`config.mk`:
```
export PLATFORM = sky130hd
export DESIGN_NAME = seq_detect_param
export DESIGN_NICKNAME = d
export VERILOG_FILES = /design/src/rtl/seq_detect_param.sv
export SDC_FILE = /design/constraint.sdc
export NUM_CORES = 1
export LEC_CHECK = 0
export ABC_CLOCK_PERIOD_IN_PS = 3100
export CAP_MARGIN = 40
export CORE_MARGIN = 5
export CORE_UTILIZATION = 47
export CTS_CLUSTER_SIZE = 14
export DETAILED_ROUTE_END_ITERATION = 7
export PLACE_DENSITY_LB_ADDON = 0.12
export SYNTH_ARGS = -nofsm -noshare
export SYNTH_HDL_FRONTEND = slang
export SYNTH_SLANG_ARGS = --single-unit
```
`constraint.sdc`:
```
create_clock -name clk -period 3.1 [get_ports clk]
set_clock_uncertainty 0.05 [all_clocks]
set_input_delay 0.62 -clock clk [delete_from_list [all_inputs] [get_ports clk]]
set_output_delay 0.62 -clock clk [all_outputs]
set_load 0.01 [all_outputs]
```
`src/rtl/seq_detect_param.sv`:
```
// Serial pattern detector with a loadable N-bit pattern, overlap mode and a saturating match counter.
// Define SEQDET_COUNT_EN to build the match counter; otherwise match_cnt and cnt_sat are tied to 0.
module seq_detect_param #(
   parameter int unsigned N                      = 4,
   parameter logic [N-1:0] RESET_PATTERN         = N'(4'b1101),
   parameter int unsigned CNT_W                  = 8
) (
   input  logic             clk,
   input  logic             rst,
   input  logic             in_valid,
   input  logic             seq,
   input  logic             overlap,
   input  logic             pat_load,
   input  logic [N-1:0]     pat_in,
   output logic             out,
   output logic [CNT_W-1:0] match_cnt,
   output logic             cnt_sat
);

   localparam int unsigned FILL_W = $clog2(N + 1);
   localparam logic [FILL_W-1:0] FILL_FULL = FILL_W'(N);

   logic [N-1:0]      pat;
   logic [N-1:0]      hist;
   logic [FILL_W-1:0] fill;

   logic [N-1:0]      hist_nxt_c;
   logic [FILL_W-1:0] fill_inc_c;
   logic              match_c;

   // Candidate window and fill level if the current bit were accepted
   always_comb begin
      hist_nxt_c = {hist[N-2:0], seq};
      fill_inc_c = (fill == FILL_FULL) ? fill : fill + FILL_W'(1);
      match_c    = in_valid && !pat_load && (fill_inc_c == FILL_FULL) && (hist_nxt_c == pat);
   end

   always_ff @(posedge clk) begin
      if (rst) begin
         pat  <= RESET_PATTERN;
         hist <= '0;
         fill <= '0;
         out  <= 1'b0;
      end else begin
         out <= match_c;
         if (pat_load) begin
            pat  <= pat_in;
            hist <= '0;
            fill <= '0;
         end else if (in_valid) begin
            hist <= hist_nxt_c;
            // Non-overlapping mode restarts the window so no matched bit is reused
            fill <= (match_c && !overlap) ? '0 : fill_inc_c;
         end
      end
   end

`ifdef SEQDET_COUNT_EN
   localparam logic [CNT_W-1:0] CNT_MAX = '1;

   always_ff @(posedge clk) begin
      if (rst) begin
         match_cnt <= '0;
         cnt_sat   <= 1'b0;
      end else if (match_c && (match_cnt != CNT_MAX)) begin
         match_cnt <= match_cnt + CNT_W'(1);
         cnt_sat   <= ((match_cnt + CNT_W'(1)) == CNT_MAX);
      end
   end
`else
   assign match_cnt = '0;
   assign cnt_sat   = 1'b0;
`endif

endmodule

```
Word-level counts from Yosys, hierarchy flattened
Cells that the tools add are included.
{"block": "totals", "reg_bits": 11, "inputBits": 10, "output_inout_bits": 10}
{"block": "classes", "n_addsub": 1, "n_eq_ne": 3, "n_mux": 2, "reduce_logical": 7}
{"operator": "3-bit equality test, second input constant", "count": 2}
{"operator": "3-bit two-way mux", "count": 2}
{"operator": "4-bit equality test", "count": 1}
{"operator": "1-bit logical AND", "count": 4}
{"operator": "3-bit by 1-bit adder with 3-bit output, second input constant", "count": 1}
{"operator": "1-bit logical NOT", "count": 2}
{"operator": "2-bit OR reduction", "count": 1}

Longest topological paths before layout
Gate-level depths: netlist (run 1).
{"block": "logic_depth", "depth_word": 7, "mapped_depth": 5, "mapped_depth_nobuf": 5}

Worst setup path after synthesis (run 1)
No wires, ideal clock.
{"block": "synth_timing", "path_type": "input to register", "startpoint": "in pat_load", "endpoint": "reg fill[2]", "setup_time_ps": 125, "arrival_ps": 1438, "t_required_ps": 2925, "slack_ps": 1487, "stages": 4, "path_buffers": 1, "cell_sequence": "buf_6 > nor3b_2 > o2111ai_1 > o41a_1"}
{"block": "synth_between", "elab_chain_len": 6}
{"element": "from (decl)", "line_no": "13", "source": "input logic pat_load,"}
{"element": "1-bit logical NOT", "line_no": "35", "source": "match_c = in_valid && !pat_load && (fill_inc_c == FILL_FULL) && (hist_nxt_c == pat);"}
{"element": "1-bit logical AND (3 in series)", "line_no": "35"}
{"element": "1-bit logical AND", "line_no": "53", "source": "fill <= (match_c && !overlap) ? '0 : fill_inc_c;"}
{"element": "3-bit two-way mux", "line_no": "53"}
{"element": "to (signal assigned)", "line_no": "53"}
{"element": "to (decl)", "line_no": "25", "source": "logic [FILL_W-1:0] fill;"}
Parallel ways exist; a longest one is shown, timed or not.
A chain may end at the register's enable or synchronous reset.

Worst setup path after layout (run 1)
{"block": "layout_timing", "startpoint": "in in_valid", "endpoint": "reg fill[2]"}
{"block": "layout_between", "elab_chain_len": 5}
{"element": "from (decl)", "line_no": "10", "source": "input logic in_valid,"}
{"element": "1-bit logical AND (3 in series)", "line_no": "35"}
{"element": "1-bit logical AND", "line_no": "53"}
{"element": "3-bit two-way mux", "line_no": "53"}
Parallel ways exist; a longest one is shown, timed or not.

==> summary.txt, run 1 <==
Area contributors post-synth - dfxtp_1 36%, buf_4 11%, xnor2_1 8.5%, mux2i_1 8.1%, a211o_1 4.3%
first-pass GRT wire length - 1540 um
Slew Limit Fails - 0
Global Route Usage Sum - 0.105
clk buf depth - 2
largest net degree at the start of global routing - 10
Period minus WS final - 2020 ps
Switching Share - 0.232
Reg clk slew, reported paths - 70 ps
smallest hold slack - 481 ps
vias - 424
maximum VDD drop - 207 uV
Crit-path slowest cell - clkdlybuf4s50_1
# resized after CTS - 0
layer with the highest usage - met2
TritonCTS Buffers - 3
HPWL after DPL - 773 um
Placed Cells - 85
grt total ovfl - 0
CP required - 3200 ps
IO buf count - 10
die area - 2140 sq um
FF+latch count, synth - 11
GR Util met2 - 0.170
WL per Instance - 10.7 um
antenna cells - 0
Non-Filler Instances - 89
effective utilization at floorplan - 0.486
DRC viols - 0
status - complete, no violations
CTS root buf - clkbuf_4
crit path kind - input pin to flip-flop
Worst setup EP type - flip-flop
critical path cell sequence - clkdlybuf4s50_1, nor3b_2, o2111ai_1, o41a_1
DRT Wirelength - 955 um
final hold violations - 0
routability cong. - 0.743
Final period util - 0.652
Setup WS post-layout - 1080 ps
Final ANT Viol Nets - 0
vias in the first global route - 402
die width - 46.2 um
# hold bufs at CTS - 0
R2R Setup Slk - 1410 ps
endpoints failing setup - 0
max_cap viols - 0
switching power - 0.0663 mW
top_reg_cell synth - dfxtp_1
CP bufs+invs - 1
Filler Cell Count - 121
Power Density - 409 nW/um^2
initial antenna violation count - 0
share of cells above drive strength 1 - 0.0541
placed inst area - 672 sq um
die height - 46.2 um
post-synthesis cell count - 64
Initial DRT Pass Iterations - 2
clock sink count - 11
Post-synth ARST share - 0
Comb pwr share - 0.148
critical path arrival - 2120 ps
P&R area growth vs syn - 13.2%
met1 GRT Util - 0.114
vias per inst - 4.76
Synth warnings - 0
Final #Nets - 87
post-route cell area - 698 sq um
Seq/Total Area, Yosys - 0.357
Power Internal - 0.219 mW
Post-Syn Area per Cell - 9.64 sq um
initial drt markers - 6
IO Pins - 20
unrepaired setup endpoints after global routing - no
maximum clock rate - 0.495 GHz
pre-CTS setup slack - 805 ps
GR Util met3 - 0.0234
P_leak - 0.279 nW
startpoint types - input pin
Setup Buffers After CTS - 0
post-synth top area cell - dfxtp_1
CP top delay family - buffers and inverters
Clk pwr share - 0.328
CP max stage delay - 670 ps
Yosys top cell area share - 0.357
Hold Path Class - flip-flop to flip-flop
Post-synth EDFFs - 0
Clock H-tree levels - 1
clk_lat worst skew - 260 ps
FP Rows - 13
CTS tree - done
peak fanout along the critical path - 9
Seq pwr share - 0.524
library cells used by synthesis - 25
Post-Syn Area - 617 sq um
Core ar. - 1270 sq um
Fin Setup TNS - 0 ps
==> metrics by stage <==
| step | util | power, mW |
|---|---|---|
| after floorplan | - | 0.190 |
| final | 0.550 | 0.285 |
| after CTS | 0.550 | 0.291 |
| after detailed placement | 0.530 | 0.195 |
| after global routing | 0.550 | 0.302 |
| after global placement | 0.530 | 0.195 |
==> flip-flops by register name (all words and copies together), names as in the netlist <==
register	cells
fill	3
pat	4
hist	3
out	1
==> area by class of cell <==
| class | count | area (sq um) | area share |
|---|---|---|---|
| Multi-Input combinational cell | 47 | 325 | 0.466 |
| Sequential cell | 11 | 220 | 0.315 |
| Timing Repair Buffer | 10 | 100 | 0.143 |
| Clock buffer | 4 | 26.3 | 0.0376 |
| Tap cell | 15 | 18.8 | 0.0269 |
| Inverter | 2 | 7.51 | 0.0108 |
==> power by group through the flow <==
stage | clock network, mW | registers (mW) | logic [mW]
after global placement | 0 | 0.153 | 0.0421
final | 0.0935 | 0.150 | 0.0422
after CTS | 0.0985 | 0.150 | 0.0423
after floorplan | 0 | 0.152 | 0.0380
after global routing | 0.105 | 0.150 | 0.0468
after detailed placement | 0 | 0.153 | 0.0421
==> cells in the mapped netlist, drive strengths merged (2+ instances only) <==
cell    n
a211o   3
buf    11
dfxtp  11
ha      2
inv     2
mux2i   5
nor2    6
nor2b   3
xnor2   6
==> layer usage <==
| layer | part of all wire | up-vias | wire [um] |
|---|---|---|---|
| met1 | 0.41 | 190 | 393 |
| met4 | 0.024 | 0 | 23 |
| met3 | 0.055 | 4 | 53 |
| li1 | - | 218 | - |
| met2 | 0.51 | 12 | 484 |
| met5 | 0 | - | 0 |
==> cells by family (layout without fill, tap and decap cells) <==
logic type | after synthesis | count (layout) | share of synthesized area
buffers and inverters | 14 | 16 | 0.164
flip-flops | 11 | 11 | 0.357
AND/OR/NAND/NOR | 18 | 18 | 0.170
adder cells (fa/ha/maj) | 2 | 2 | 0.0406
XOR/XNOR | 6 | 6 | 0.0852
AO/OA/AOI/OAI | 7 | 7 | 0.0953
multiplexers | 5 | 5 | 0.0811
other | 1 | 9 | 0.00608
==> cells in the final DEF, fill, tap and decap left out <==
master           instances
nand3_1                  1
xnor2_1                  6
clkbuf_4                 3
nor2b_1                  3
a211o_1                  3
and4b_1                  1
dfxtp_1                 11
or2_1                    1
o2111ai_1                1
inv_1                    2
a21boi_0                 1
or2b_1                   1
nor3b_2                  1
mux2i_1                  5
o41a_1                   1
a21oi_1                  1
clkdlybuf4s50_1         10
nor4_1                   1
nor2_1                   6
clkbuf_1                 1
nor3_1                   1
nand3b_1                 1
conb_1                   9
ha_1                     2
nand2_1                  1
==> worst min-delay path, delay by kind of cell (launching register included) <==
family,cells,cell delay (ps)
DFF,1,350
muxes,1,80
and+or+nand+nor,1,70
==> final timing paths <==
kind | start | endpoint | cells past startpoint
setup / recovery | in_valid | fill[2] | 4
hold reg to reg | fill[1] | fill[1] | 2
setup reg to reg | fill[0] | fill[2] | 5
hold / removal | fill[1] | fill[1] | 2
Note: power is estimated with default switching activity, not from simulation.
==> run 2, diff against run 1 <==
--- a/config.mk
+++ b/config.mk
@@ -5,10 +5,10 @@
 export SDC_FILE = /design/constraint.sdc
 export NUM_CORES = 1
 export LEC_CHECK = 0
-export ABC_CLOCK_PERIOD_IN_PS = 3100
+export ABC_CLOCK_PERIOD_IN_PS = 2100
 export CAP_MARGIN = 40
 export CORE_MARGIN = 5
-export CORE_UTILIZATION = 47
+export CORE_UTILIZATION = 43
 export CTS_CLUSTER_SIZE = 14
 export DETAILED_ROUTE_END_ITERATION = 7
 export PLACE_DENSITY_LB_ADDON = 0.12
==> constraint.sdc (replaced) <==
create_clock -name clk -period 2.1 [get_ports clk]
set_clock_uncertainty 0.05 [all_clocks]
set_input_delay 0.42 -clock clk [delete_from_list [all_inputs] [get_ports clk]]
set_output_delay 0.42 -clock clk [all_outputs]
set_load 0.01 [all_outputs]
==> run 2 against run 1 <==
Clock-buffer cell count unchanged. Die area is 7.3% higher. Critical path depth up 1. Utilization fell by 1.0 points. Sequential share of layout area down 0.99 points. Final cell count rose by 3.4%. Combinational power is 59% higher. Flip-flop and latch count did not move. Clock power up 54%. Setup slack got worse by 650 ps. Via count grew 5.0%. Total power grew 51%. Critical path type is now flip-flop to flip-flop. Critical endpoint unchanged.
==> summary.txt, run 2 (same netlist as run 1, synthesis figures left out) <==
most frequent cells in the layout - 11 x dfxtp_1, 10 x clkdlybuf4s50_1, 9 x conb_1
CTS root buf - clkbuf_4
Final #Nets - 90
antenna cells - 0
crit path kind - flip-flop to flip-flop
# resized after CTS - 0
routability cong. - 0.817
commonest non-fill, non-tap cell in the layout - dfxtp_1
maximum VDD drop - 314 uV
initial drt markers - 9
P_leak - 0.293 nW
Hold Path Class - flip-flop to flip-flop
HPWL after DPL - 815 um
Top reg by flops - pat
Non-Filler Instances - 92
TritonCTS Buffers - 3
Final period util - 0.795
die area - 2290 sq um
clock sink count - 11
Slew Limit Fails - 0
Core ar. - 1330 sq um
first-pass GRT wire length - 1540 um
Clock H-tree levels - 1
critical path cell sequence - inv_1, ha_1, nor3b_2, o2111ai_1, o41a_1
vias in the first global route - 404
Global Route Usage Sum - 0.0993
startpoint types - flip-flop
Final ANT Viol Nets - 0
maximum clock rate - 0.599 GHz
vias per inst - 4.84
DRC viols - 0
Reg clk slew, reported paths - 70 ps
FP Rows - 13
peak fanout along the critical path - 3
status - complete, no violations
endpoints failing setup - 0
IO Pins - 20
# hold bufs at CTS - 0
P&R area growth vs syn - 16.8%
WL per Instance - 11.0 um
clk_lat worst skew - 270 ps
grt total ovfl - 0
vias - 445
Power Density - 599 nW/um^2
CP max stage delay - 420 ps
DRT Wirelength - 1020 um
share of cells above drive strength 1 - 0.0909
final hold violations - 0
WP depth - 5
unrepaired setup endpoints after global routing - no
Initial DRT Pass Iterations - 4
Crit-path slowest cell - o41a_1
largest net degree at the start of global routing - 9
Setup Buffers After CTS - 0
CTS tree - done
Placed Cells - 88
Largest register FFs - 4
CP top delay family - compound AO/OA/AOI/OAI gates
max_cap viols - 0
die height - 47.9 um
Worst setup EP type - flip-flop
critical path arrival - 1780 ps
CP required - 2210 ps
initial antenna violation count - 0
IO buf count - 10
R2R depth - 5
CP bufs+invs - 1
die width - 47.9 um
Fin Setup TNS - 0 ps
post-route cell area - 721 sq um
Period minus WS final - 1670 ps
Pwr Total - 0.432 mW
Util after Layout - 0.540
placed inst area - 694 sq um
effective utilization at floorplan - 0.462
biggest regs - pat x4, fill x3, hist x3
hold depth - 2
clk buf depth - 2
-- run 2: changes by cell type in the layout (fill, tap and decap cells not counted), sizes merged --
cell / change
buf: +3
-- run 2: path summary, 6_finish.rpt --
path	from	end	slack, ps
worst min-delay path	fill[1]	fill[1]	470
worst max-delay path	fill[0]	fill[2]	430
worst min register to register	fill[1]	fill[1]	470
worst max register to register	fill[0]	fill[2]	430
-- run 2: power by group --
group | internal, mW | total [mW] | switching, mW | leakage (nW)
clock | 0.0735 | 0.144 | 0.0703 | 0.0150
combinational | 0.0376 | 0.0669 | 0.0293 | 0.189
sequential | 0.216 | 0.221 | 0.00507 | 0.0900
total | 0.327 | 0.432 | 0.105 | 0.293
-- run 2: layout make-up --
type	count	area (sq um)
timing repair buffer	13	123
inverter	2	7.51
tap	15	18.8
sequential	11	220
multi-input combinational	47	325
fill	130	613
clock buffer	4	26.3
-- run 2: stage by stage --
stage / worst slack, ps / hold WS [ps]
CTS: 405 / 484
floorplan: 512 / 432
detailed placement: 282 / 467
global placement: 307 / 453
finish: 430 / 474
global route: 320 / 514
-- run 2: metal layers --
layer,track usage,part of all wire,vias to the layer above,wire length (um)
met5,0,0,-,0
met3,0.0226,0.072,2,73
met4,0.0806,0.0039,0,4
li1,-,-,225,-
met1,0.116,0.46,202,472
met2,0.153,0.46,16,466
-- run 2: tightest hold or removal path: cells and delay by family (launching register included) --
| kind | cells | cell delay, ps |
|---|---|---|
| flip-flops | 1 | 350 |
| multiplexers | 1 | 70 |
| AND/OR/NAND/NOR | 1 | 70 |
